<file path="src/rtl/light_sequence_monitor_pkg.sv">
// rtl/light_sequence_monitor_pkg.sv - shared light encodings, fault codes and monitor FSM states
package light_sequence_monitor_pkg;

   localparam logic [2:0] LIGHT_RED = 3'b001;
   localparam logic [2:0] LIGHT_YEL = 3'b010;
   localparam logic [2:0] LIGHT_GRN = 3'b100;

   localparam logic [2:0] FC_NONE    = 3'd0;
   localparam logic [2:0] FC_ILLEGAL = 3'd1;
   localparam logic [2:0] FC_ORDER   = 3'd2;
   localparam logic [2:0] FC_SHORT   = 3'd3;
   localparam logic [2:0] FC_LONG    = 3'd4;

   localparam logic [1:0] SEL_RED = 2'd0;
   localparam logic [1:0] SEL_YEL = 2'd1;
   localparam logic [1:0] SEL_GRN = 2'd2;

   typedef enum logic [2:0] {
      ST_SYNC,
      ST_RED,
      ST_YEL,
      ST_GRN,
      ST_FAULT
   } state_t;

   function automatic logic is_one_hot(input logic [2:0] v);
      return (v == LIGHT_RED) || (v == LIGHT_YEL) || (v == LIGHT_GRN);
   endfunction

endpackage

</file>
<file path="src/rtl/light_sequence_monitor_dwell_timer.sv">
// rtl/light_sequence_monitor_dwell_timer.sv - saturating per-phase tick counter with short/long dwell compare
module dwell_timer #(
   parameter int CNT_W = 5,
   parameter int TOL   = 1
) (
   input  logic             clk,
   input  logic             reset,
   input  logic             clear,
   input  logic             tick,
   input  logic [CNT_W:0]   exp_dwell,
   output logic [CNT_W:0]   dwell,
   output logic             short_dwell,
   output logic             long_dwell
);

   localparam int DW = CNT_W + 1;
   localparam logic [DW-1:0] SAT = '1;

   logic [DW-1:0] count_q, count_d;
   logic [DW-1:0] exp_q, exp_d;
   logic [DW-1:0] dwell_now;
   logic [DW+1:0] dwell_ext, exp_ext, tol_ext;

   // dwell_now includes a tick landing on this cycle, so a coincident phase
   // change credits it to the outgoing phase; compares use the latched expectation.
   always_comb begin
      dwell_now   = (tick && (count_q != SAT)) ? count_q + 1'b1 : count_q;
      count_d     = clear ? '0 : dwell_now;
      exp_d       = clear ? exp_dwell : exp_q;
      dwell_ext   = {2'b00, dwell_now};
      exp_ext     = {2'b00, exp_q};
      tol_ext     = (DW+2)'(TOL);
      short_dwell = (dwell_ext + tol_ext) < exp_ext;
      long_dwell  = dwell_ext > (exp_ext + tol_ext);
   end

   always_ff @(posedge clk or posedge reset) begin
      if (reset) begin
         count_q <= '0;
         exp_q   <= '0;
      end else begin
         count_q <= count_d;
         exp_q   <= exp_d;
      end
   end

   assign dwell = dwell_now;

endmodule

</file>
<file path="src/rtl/light_sequence_monitor.sv">
// rtl/light_sequence_monitor.sv - watchdog checking light order and per-phase dwell against a duration table
module light_sequence_monitor
   import light_sequence_monitor_pkg::*;
#(
   parameter int CNT_W   = 5,
   parameter int TOL     = 1,
   parameter int DEF_RED = 10,
   parameter int DEF_YEL = 3,
   parameter int DEF_GRN = 10
) (
   input  logic             clk,
   input  logic             reset,
   input  logic             tick,
   input  logic [2:0]       light,
   input  logic             cfg_we,
   input  logic [1:0]       cfg_sel,
   input  logic [CNT_W-1:0] cfg_dur,
   input  logic             err_clear,
   output logic             fault,
   output logic [2:0]       fault_code,
   output logic [CNT_W:0]   last_dwell,
   output logic             phase_done,
   output logic [7:0]       cycle_count
);

   state_t           state_q, state_d;
   logic [2:0]       light_q;
   logic [CNT_W-1:0] dur_red_q, dur_red_d;
   logic [CNT_W-1:0] dur_yel_q, dur_yel_d;
   logic [CNT_W-1:0] dur_grn_q, dur_grn_d;
   logic             fault_q, fault_d;
   logic [2:0]       fault_code_q, fault_code_d;
   logic [CNT_W:0]   last_dwell_q, last_dwell_d;
   logic             phase_done_q, phase_done_d;
   logic [7:0]       cycle_count_q, cycle_count_d;

   logic             changed, legal;
   logic [2:0]       succ_light;
   state_t           succ_state;
   logic [1:0]       succ_sel, entry_sel;
   logic [CNT_W-1:0] entry_dur;
   logic [CNT_W:0]   exp_dwell, dwell;
   logic             timer_clear, short_dwell, long_dwell;

   dwell_timer #(.CNT_W(CNT_W), .TOL(TOL)) u_dwell_timer (
      .clk         (clk),
      .reset       (reset),
      .clear       (timer_clear),
      .tick        (tick),
      .exp_dwell   (exp_dwell),
      .dwell       (dwell),
      .short_dwell (short_dwell),
      .long_dwell  (long_dwell)
   );

   always_comb begin
      dur_red_d = dur_red_q;
      dur_yel_d = dur_yel_q;
      dur_grn_d = dur_grn_q;
      if (cfg_we) begin
         case (cfg_sel)
            SEL_RED: dur_red_d = cfg_dur;
            SEL_YEL: dur_yel_d = cfg_dur;
            SEL_GRN: dur_grn_d = cfg_dur;
            default: ;
         endcase
      end
   end

   // A write hitting the entry being latched this cycle takes effect for that phase.
   always_comb begin
      case (entry_sel)
         SEL_YEL: entry_dur = dur_yel_q;
         SEL_GRN: entry_dur = dur_grn_q;
         default: entry_dur = dur_red_q;
      endcase
      if (cfg_we && (cfg_sel == entry_sel)) entry_dur = cfg_dur;
      exp_dwell = {1'b0, entry_dur} + (CNT_W+1)'(1);
   end

   always_comb begin
      case (state_q)
         ST_RED:  begin succ_light = LIGHT_YEL; succ_state = ST_YEL; succ_sel = SEL_YEL; end
         ST_YEL:  begin succ_light = LIGHT_GRN; succ_state = ST_GRN; succ_sel = SEL_GRN; end
         default: begin succ_light = LIGHT_RED; succ_state = ST_RED; succ_sel = SEL_RED; end
      endcase
   end

   always_comb begin
      state_d       = state_q;
      fault_d       = fault_q;
      fault_code_d  = fault_code_q;
      last_dwell_d  = last_dwell_q;
      phase_done_d  = 1'b0;
      cycle_count_d = cycle_count_q;
      timer_clear   = 1'b0;
      entry_sel     = SEL_RED;
      changed       = (light != light_q);
      legal         = is_one_hot(light);

      case (state_q)
         ST_SYNC: begin
            if (!legal) begin
               state_d      = ST_FAULT;
               fault_d      = 1'b1;
               fault_code_d = FC_ILLEGAL;
            end else if (light == LIGHT_RED) begin
               state_d     = ST_RED;
               timer_clear = 1'b1;
            end
         end
         ST_RED, ST_YEL, ST_GRN: begin
            if (changed && !legal) begin
               state_d      = ST_FAULT;
               fault_d      = 1'b1;
               fault_code_d = FC_ILLEGAL;
            end else if (changed && (light != succ_light)) begin
               state_d      = ST_FAULT;
               fault_d      = 1'b1;
               fault_code_d = FC_ORDER;
            end else if (changed && short_dwell) begin
               state_d      = ST_FAULT;
               fault_d      = 1'b1;
               fault_code_d = FC_SHORT;
            end else if (long_dwell) begin
               state_d      = ST_FAULT;
               fault_d      = 1'b1;
               fault_code_d = FC_LONG;
            end else if (changed) begin
               state_d      = succ_state;
               last_dwell_d = dwell;
               phase_done_d = 1'b1;
               timer_clear  = 1'b1;
               entry_sel    = succ_sel;
               if (state_q == ST_GRN) cycle_count_d = cycle_count_q + 8'd1;
            end
         end
         ST_FAULT: begin
            // Only an illegal light can collide with a clear; it re-latches code 1.
            if (err_clear) begin
               if (!legal) begin
                  fault_code_d = FC_ILLEGAL;
               end else begin
                  state_d      = ST_SYNC;
                  fault_d      = 1'b0;
                  fault_code_d = FC_NONE;
               end
            end
         end
         default: state_d = ST_SYNC;
      endcase
   end

   always_ff @(posedge clk or posedge reset) begin
      if (reset) begin
         state_q       <= ST_SYNC;
         light_q       <= LIGHT_RED;
         dur_red_q     <= CNT_W'(DEF_RED);
         dur_yel_q     <= CNT_W'(DEF_YEL);
         dur_grn_q     <= CNT_W'(DEF_GRN);
         fault_q       <= 1'b0;
         fault_code_q  <= FC_NONE;
         last_dwell_q  <= '0;
         phase_done_q  <= 1'b0;
         cycle_count_q <= '0;
      end else begin
         state_q       <= state_d;
         light_q       <= light;
         dur_red_q     <= dur_red_d;
         dur_yel_q     <= dur_yel_d;
         dur_grn_q     <= dur_grn_d;
         fault_q       <= fault_d;
         fault_code_q  <= fault_code_d;
         last_dwell_q  <= last_dwell_d;
         phase_done_q  <= phase_done_d;
         cycle_count_q <= cycle_count_d;
      end
   end

   assign fault       = fault_q;
   assign fault_code  = fault_code_q;
   assign last_dwell  = last_dwell_q;
   assign phase_done  = phase_done_q;
   assign cycle_count = cycle_count_q;

endmodule

</file>
<file path="config.mk">
export PLATFORM = sky130hd
export DESIGN_NAME = light_sequence_monitor
export DESIGN_NICKNAME = d
export VERILOG_FILES = /design/src/rtl/light_sequence_monitor_pkg.sv /design/src/rtl/light_sequence_monitor_dwell_timer.sv /design/src/rtl/light_sequence_monitor.sv
export SDC_FILE = /design/constraint.sdc
export NUM_CORES = 1
export LEC_CHECK = 0
export BUFFER_PORTS_ARGS = -buffer_cell sky130_fd_sc_hd__buf_2
export CAP_MARGIN = 20
export CORE_MARGIN = 5
export CORE_UTILIZATION = 60
export CTS_BUF_LIST = sky130_fd_sc_hd__clkbuf_8
export DETAILED_ROUTE_END_ITERATION = 10
export PLACE_DENSITY = 0.81
export SLEW_MARGIN = 10
export SYNTH_ARGS = -nofsm -noshare
export SYNTH_HDL_FRONTEND = slang
export SYNTH_SLANG_ARGS = --single-unit
export TNS_END_PERCENT = 100
</file>
<file path="constraint.sdc">
create_clock -name clk -period 6.35 [get_ports clk]
set_input_delay 0.635 -clock clk [delete_from_list [all_inputs] [get_ports clk]]
set_output_delay 0.635 -clock clk [all_outputs]
set_load 0.02 [all_outputs]
</file>
## Word level (Yosys, flattened, before mapping)

Cells that the tools add are included.

- Flip-flop bits (word level): 52
- Input bits: 15
- Output and inout bits: 19
- Word-level logic and storage cells: 112

- Add/sub/neg operators: 5
- Order comparisons: 2
- Equality and inequality tests: 21
- Multiplexer cells: 48
- Bitwise logic cells: 4
- Reductions and logical operators: 20

Operators with widths:

| kind | count |
|---|---|
| two-way mux 3 bit | 15 |
| one-hot mux 3 bit (3 select lines) | 2 |
| two-way mux 1 bit | 16 |
| adder 6 x 1 -> 7 bit (second input constant) | 2 |
| two-way mux 2 bit | 6 |
| two-way mux 6 bit | 2 |
| != test 6 bit (second input constant) | 2 |
| one-hot mux 5 bit (2 select lines) | 1 |
| == test 3 x 2 -> 1 bit (second input constant) | 3 |
| adder 8 x 1 -> 8 bit (second input constant) | 1 |
| greater-than comparator 6 x 8 -> 1 bit | 1 |
| < comparator 8 x 6 -> 1 bit | 1 |
| one-hot mux 2 bit (2 select lines) | 2 |
| AND reduction 4 bit | 2 |
| AND reduction 7 bit | 1 |
| adder 5 x 1 -> 6 bit (second input constant) | 1 |
| adder 6 x 1 -> 6 bit (second input constant) | 1 |
| == test 3 x 1 -> 1 bit (second input constant) | 2 |
| == test 3 bit (second input constant) | 2 |
| != test 2 bit (second input constant) | 3 |
| != test 3 bit | 2 |
| one-hot mux 3 bit (2 select lines) | 1 |
| AND reduction 2 bit | 3 |
| AND reduction 6 bit | 1 |
| 17 further kinds | 27 |

## Longest topological paths before layout

- Word-level depth: 14
- Mapped depth: 28
- Gate-level depth less buffers: 27

## By module

Synthesis repeated with hierarchy kept, for this count alone.

- Cell total of the unflattened synthesis: 340
- Area total of the unflattened synthesis: 3439.5 um^2

Modules (own cells, without submodules):

| module | times used | cells an instance | area an instance (um^2) | sequential area each (um^2) |
|---|---|---|---|---|
| light_sequence_monitor | 1 | 207 | 2318.5 | 1009.7 |
| dwell_timer | 1 | 133 | 1121.1 | 300.3 |

## Least setup slack after synthesis

No wires, ideal clock.

- Path kind: reg2reg
- From: reg u_dwell_timer.count_q[0]
- To: reg u_dwell_timer.exp_q[4]
- Library setup time: 0.095 ns
- Arrival time: 5.191 ns
- Required time: 6.255 ns
- Setup slack: 1.064 ns
- Cell stages (with the launch flop): 28
- Buffers on the path: 2
- Clock period less this slack: 5.286 ns
- Cell sequence: dfrtp_1 -> ha_1 -> nand3_1 -> o21a_1 -> xnor2_1 -> inv_1 -> ha_1 -> o31a_1 -> xor2_1 -> ha_1 -> o2111ai_1 -> a21boi_0 -> a311o_1 -> and2_1 -> buf_6 -> nand4_1 -> or3_1 -> ha_1 -> clkbuf_1 -> nor2_1 -> a21oi_1 -> nor3_2 -> or2_1 -> ha_1 -> nand2_1 -> xor2_1 -> nor3_1 -> o31ai_1

- Word-level cells in the longest chain between the ends: 14
- Elaborated cells between the ends (all ways): 25
- Those cells by class: 3 x add/sub; 2 x order compare; 4 x eq/ne; 13 x mux; 3 x reduce/logical

Ends and longest elaborated chain:

| item | line | RTL |
|---|---|---|
| start, declared | light_sequence_monitor_dwell_timer.sv:19 | `logic [DW-1:0] count_q, count_d;` |
| start signal, assigned | light_sequence_monitor_dwell_timer.sv:42 | `count_q <= count_d;` |
| parallel branches: the longest is 2 deep, another holds adder 6 x 1 -> 6 bit | - |  |
| two-way mux 6 bit (*) | light_sequence_monitor_dwell_timer.sv:27 | `dwell_now = (tick && (count_q != SAT)) ? count_q + 1'b1 : count_q;` |
| adder 6 x 1 -> 7 bit | light_sequence_monitor_dwell_timer.sv:33 | `short_dwell = (dwell_ext + tol_ext) < exp_ext;` |
| < comparator 8 x 6 -> 1 bit | light_sequence_monitor_dwell_timer.sv:33 |  |
| logical AND 1 bit | light_sequence_monitor.sv:121 | `end else if (changed && short_dwell) begin` |
| two-way mux 2 bit | light_sequence_monitor.sv:121 |  |
| two-way mux 2 bit | light_sequence_monitor.sv:117 | `end else if (changed && (light != succ_light)) begin` |
| two-way mux 2 bit | light_sequence_monitor.sv:113 | `if (changed && !legal) begin` |
| two-way mux 2 bit | light_sequence_monitor.sv:101 | `case (state_q)` |
| == test 2 bit (tied with other cells) | light_sequence_monitor.sv:72 | `case (entry_sel)` |
| one-hot mux 5 bit (2 select lines) or logical AND 1 bit (tied branches) | light_sequence_monitor.sv:72, light_sequence_monitor.sv:77 |  |
| two-way mux 5 bit | light_sequence_monitor.sv:77 | `if (cfg_we && (cfg_sel == entry_sel)) entry_dur = cfg_dur;` |
| adder 5 x 1 -> 6 bit | light_sequence_monitor.sv:78 | `exp_dwell = {1'b0, entry_dur} + (CNT_W+1)'(1);` |
| end signal, assigned | light_sequence_monitor_dwell_timer.sv:43 | `exp_q <= exp_d;` |
| end, declared | light_sequence_monitor_dwell_timer.sv:20 | `logic [DW-1:0] exp_q, exp_d;` |

Mark *: on every way between the ends.
A chain may end at the register's enable or synchronous reset.

## Final worst setup path

- From: reg u_dwell_timer.count_q[0]
- To: reg u_dwell_timer.exp_q[2]

- Word-level cells in the longest chain between the ends: 14
- Elaborated cells between the ends (all ways): 25
- Those cells by class: 3 x add/sub; 2 x order compare; 4 x eq/ne; 13 x mux; 3 x reduce/logical

Ends and longest elaborated chain:

| item | line | RTL |
|---|---|---|
| parallel branches: the longest is 2 deep, another holds adder 6 x 1 -> 6 bit | - |  |
| two-way mux 6 bit (*) | light_sequence_monitor_dwell_timer.sv:27 |  |
| named net dwell[3] | light_sequence_monitor.sv:42 | `logic [CNT_W:0] exp_dwell, dwell;` |
| adder 6 x 1 -> 7 bit | light_sequence_monitor_dwell_timer.sv:33 |  |
| < comparator 8 x 6 -> 1 bit | light_sequence_monitor_dwell_timer.sv:33 |  |
| logical AND 1 bit | light_sequence_monitor.sv:121 |  |
| two-way mux 2 bit | light_sequence_monitor.sv:121 |  |
| two-way mux 2 bit | light_sequence_monitor.sv:117 |  |
| two-way mux 2 bit | light_sequence_monitor.sv:113 |  |
| two-way mux 2 bit | light_sequence_monitor.sv:101 |  |
| == test 2 bit (tied with other cells) | light_sequence_monitor.sv:72 |  |
| one-hot mux 5 bit (2 select lines) or logical AND 1 bit (tied branches) | light_sequence_monitor.sv:72, light_sequence_monitor.sv:77 |  |
| two-way mux 5 bit | light_sequence_monitor.sv:77 |  |
| adder 5 x 1 -> 6 bit | light_sequence_monitor.sv:78 |  |

Mark *: on every way through the listed nets, which the timed path passes.

==> out/qor.txt <==
grt ovf - 0
post-route ant nets - 0
setup TNS - 0 ps
CTS Sinks - 52
CTS tree - done
Worst path slowest cell - dfrtp_1
Syn Std Cell Area - 0.00337 mm²
Root Driver - clkbuf_8
status - complete, no violations
# rows - 27
CTS buffer count - 5
Hold Crit Class - in -> async
Hold Buf Count CTS - 0
drt first pass iters - 4
Post-Syn Nets - 390
# Max-Cap Violations - 0
# setup viols final - 0
Distinct cells, synth - 64
antenna violations before repair - 0
reg-to-reg startpoint - u_dwell_timer.count_q[0]$_DFF_PP0_
nets - 419
switching pwr - 0.553 mW
worst reg-to-reg setup slack - 580 ps
CP Capture Type - flop
share of Yosys cell area claimed by the top area cell type - 33.4%
Clock Latency Late Sink - 300 ps
post-synthesis sequential area ratio - 38.9%
maximum vdd drop - 0.217 mV
#FFs+latches synth - 52
leading area contributor after synthesis - dfrtp_1
number of global-route vias before repair - 2,673
# diodes - 0
via count - 2,767
CP delay by family, top - simple AND/OR/NAND/NOR gates
internal power - 0.794 mW
Final HPWL DP - 5370 µm
CP Class - reg -> reg
Multi-input gate area - 0.00192 mm²
Syn. warnings - 0
Sequential Power Share - 37.1%
register area - 0.00131 mm²
die width - 84.9 µm
maximum clock rate - 173 MHz
dominant synthesized flop cell - dfrtp_1
# IOs - 34
Comb power frac - 46.7%
Sw Share - 41.0%
first-pass GRT wire length - 12,500 µm
Data required, critical path - 6530 ps
layout cell share with drive strength beyond 1 - 20.9%
Post-synth top cells - dfrtp_1, nand2_1, nor2_1
crit-path max FO - 10
Clk pwr share - 16.2%
startpoint types - flop
pins over their slew limit - 0
slowest cell delay on critical path - 470 ps
clk_skew - 6.94 ps
Tot GR Track Use - 21.0%
Slew @ Worst Pin - 776 ps
P_leak - 1.72 nW
pin count of the biggest net entering global routing - 53
Die ar. - 0.00721 mm²
post-route clock period utilization - 90.8%
R2R depth - 22
Final Critical Period - 5770 ps
# DRC - 0
post-CTS sizing - 0
WL final - 7150 µm
Async SR Flop Fraction - 100%
RSZ-0062 raised after global routing - no
Port Buffers - 33
1st-iter DRT viols - 191
average routed wire per standard cell - 15.6 µm
critical path data arrival time - 5950 ps
crit path cell chain - ha_1 > nand3_1 > o21a_1 > nand4_1 > xnor2_1 > ha_1 > a21o_1 > a21o_1 > a21o_1 > a31oi_1 > or2_2 > nand4_1 > or3_1 > ha_2 > nor2_1 > a21oi_1 > nor3_2 > or2_1 > ha_1 > and2_1 > o2111ai_1 > o211ai_1
CTS Buffer Depth - 2
Synth Area per Inst - 9.40 µm²
clock slew at reported path FFs - 90 ps
Bufs and invs on worst path - 0
Pwr Density - 365 mW/mm²
Fillers - 452
H-tree Lvls - 2
die height - 84.9 µm
RR Endpoint - u_dwell_timer.exp_q[2]$_DFFE_PP0P_
Core ar. - 0.00547 mm²
via density per instance - 6.02
count leader, synth - dfrtp_1
endpoints failing hold - 0
Final Wtd Congestion - 0.903
Area growth syn-to-layout - 9.66%
post-synthesis cell count - 358
total power - 1.35 mW
setup bufs post-CTS - 0
initial core utilization - 61.5%
Slew headroom - 47.9%
Post-synth EDFFs - 0
top cells by area, synth - dfrtp_1, ha_1, dfstp_2
[kinds of logic (layout without fill, tap and decap cells)]
group	count (synthesis)	in the layout	synth area share, %
fa+ha+maj	17	17	6.32
simple gates	134	134	20.6
flops	52	52	38.9
buf+inv	33	63	4.46
compound gates	80	80	17.6
mux	17	17	5.61
xor+xnor	25	25	6.50
[routing by layer]
metal / track usage (%) / share of wire [%] / vias up
met5: 0 / 0 / -
met1: 28.5 / 45 / 1332
li1: - / - / 1345
met3: 3.30 / 4.7 / 11
met2: 35.4 / 49 / 79
met4: 4.75 / 1.3 / 0
[power by group through the flow]
| stage | combinational (mW) | clock, mW | sequential [mW] |
|---|---|---|---|
| after global placement | 0.598 | 0 | 0.499 |
| after detailed placement | 0.617 | 0 | 0.504 |
| final | 0.629 | 0.219 | 0.500 |
| after floorplan | 0.496 | 0 | 0.481 |
| after CTS | 0.623 | 0.224 | 0.497 |
| after global routing | 0.702 | 0.240 | 0.513 |
[worst register-to-register path, delay by kind of cell (launching register included)]
kind	cells	cell delay [ps]
DFF	1	470
adders and majority gates	4	1320
AOI/OAI and AO/OA	8	1520
and+or+nand+nor	9	1880
xor gates and xnor gates	1	450
[how the worst max path moves through the flow]
stage	start	end	slack [ps]	cells after the start
after floorplan	u_dwell_timer.count_q[0]$_DFF_PP0_	u_dwell_timer.exp_q[4]$_DFFE_PP0P_	1060	27
after global placement	u_dwell_timer.count_q[0]$_DFF_PP0_	u_dwell_timer.exp_q[4]$_DFFE_PP0P_	720	25
after detailed placement	u_dwell_timer.count_q[0]$_DFF_PP0_	u_dwell_timer.exp_q[4]$_DFFE_PP0P_	490	25
after CTS	u_dwell_timer.count_q[1]$_DFF_PP0_	u_dwell_timer.exp_q[4]$_DFFE_PP0P_	420	25
after global routing	u_dwell_timer.count_q[0]$_DFF_PP0_	u_dwell_timer.exp_q[4]$_DFFE_PP0P_	50	25
final	u_dwell_timer.count_q[0]$_DFF_PP0_	u_dwell_timer.exp_q[2]$_DFFE_PP0P_	580	22
[registers in the layout, indices dropped and copies added, names as in the netlist]
register               count
light_q                    3
dur_red_q                  5
last_dwell                 6
dur_grn_q                  5
fault_code                 3
u_dwell_timer.count_q      6
state_q                    3
cycle_count                8
phase_done                 1
fault                      1
dur_yel_q                  5
u_dwell_timer.exp_q        6
[final cells by class]
cell class                 instances  area share, %
clock inverter                     3           1.02
tap                               72           2.44
inverter                          20           2.03
clock buffer                       5           1.86
multi-input combinational        273           51.9
sequential                        52           35.5
timing repair buffer              35           5.22
[stage by stage]
step           util (%)  hold WS (ps)  instances  worst slack, ps  instance area, µm²
5_1_grt            67.5           292        460             45.5                3690
3_3_place_gp       65.0           456        451              720                3550
2_1_floorplan         -           450        358             1060                3370
4_1_cts            66.9           476        459              420                3660
6_report           67.5           275        460              583                3690
3_5_place_dp       65.0           456        451              487                3550
[layout by cell type (no fill, tap or decap), types with 5 or more instances in the layout]
master,synthesis,layout
nand2_1,36,36
nor2b_1,6,6
xnor2_1,12,11
dfstp_2,7,7
nor3_1,12,12
ha_1,17,16
a21o_1,8,8
o21ai_0,14,14
nor2_1,23,23
o31ai_1,5,5
xor2_1,13,13
clkbuf_8,0,5
mux2_2,15,15
inv_1,20,21
dfrtp_1,45,45
buf_2,6,33
a21oi_1,14,14
nand3_1,19,19
a22oi_1,5,5
Power figures use the tool's default switching activity.
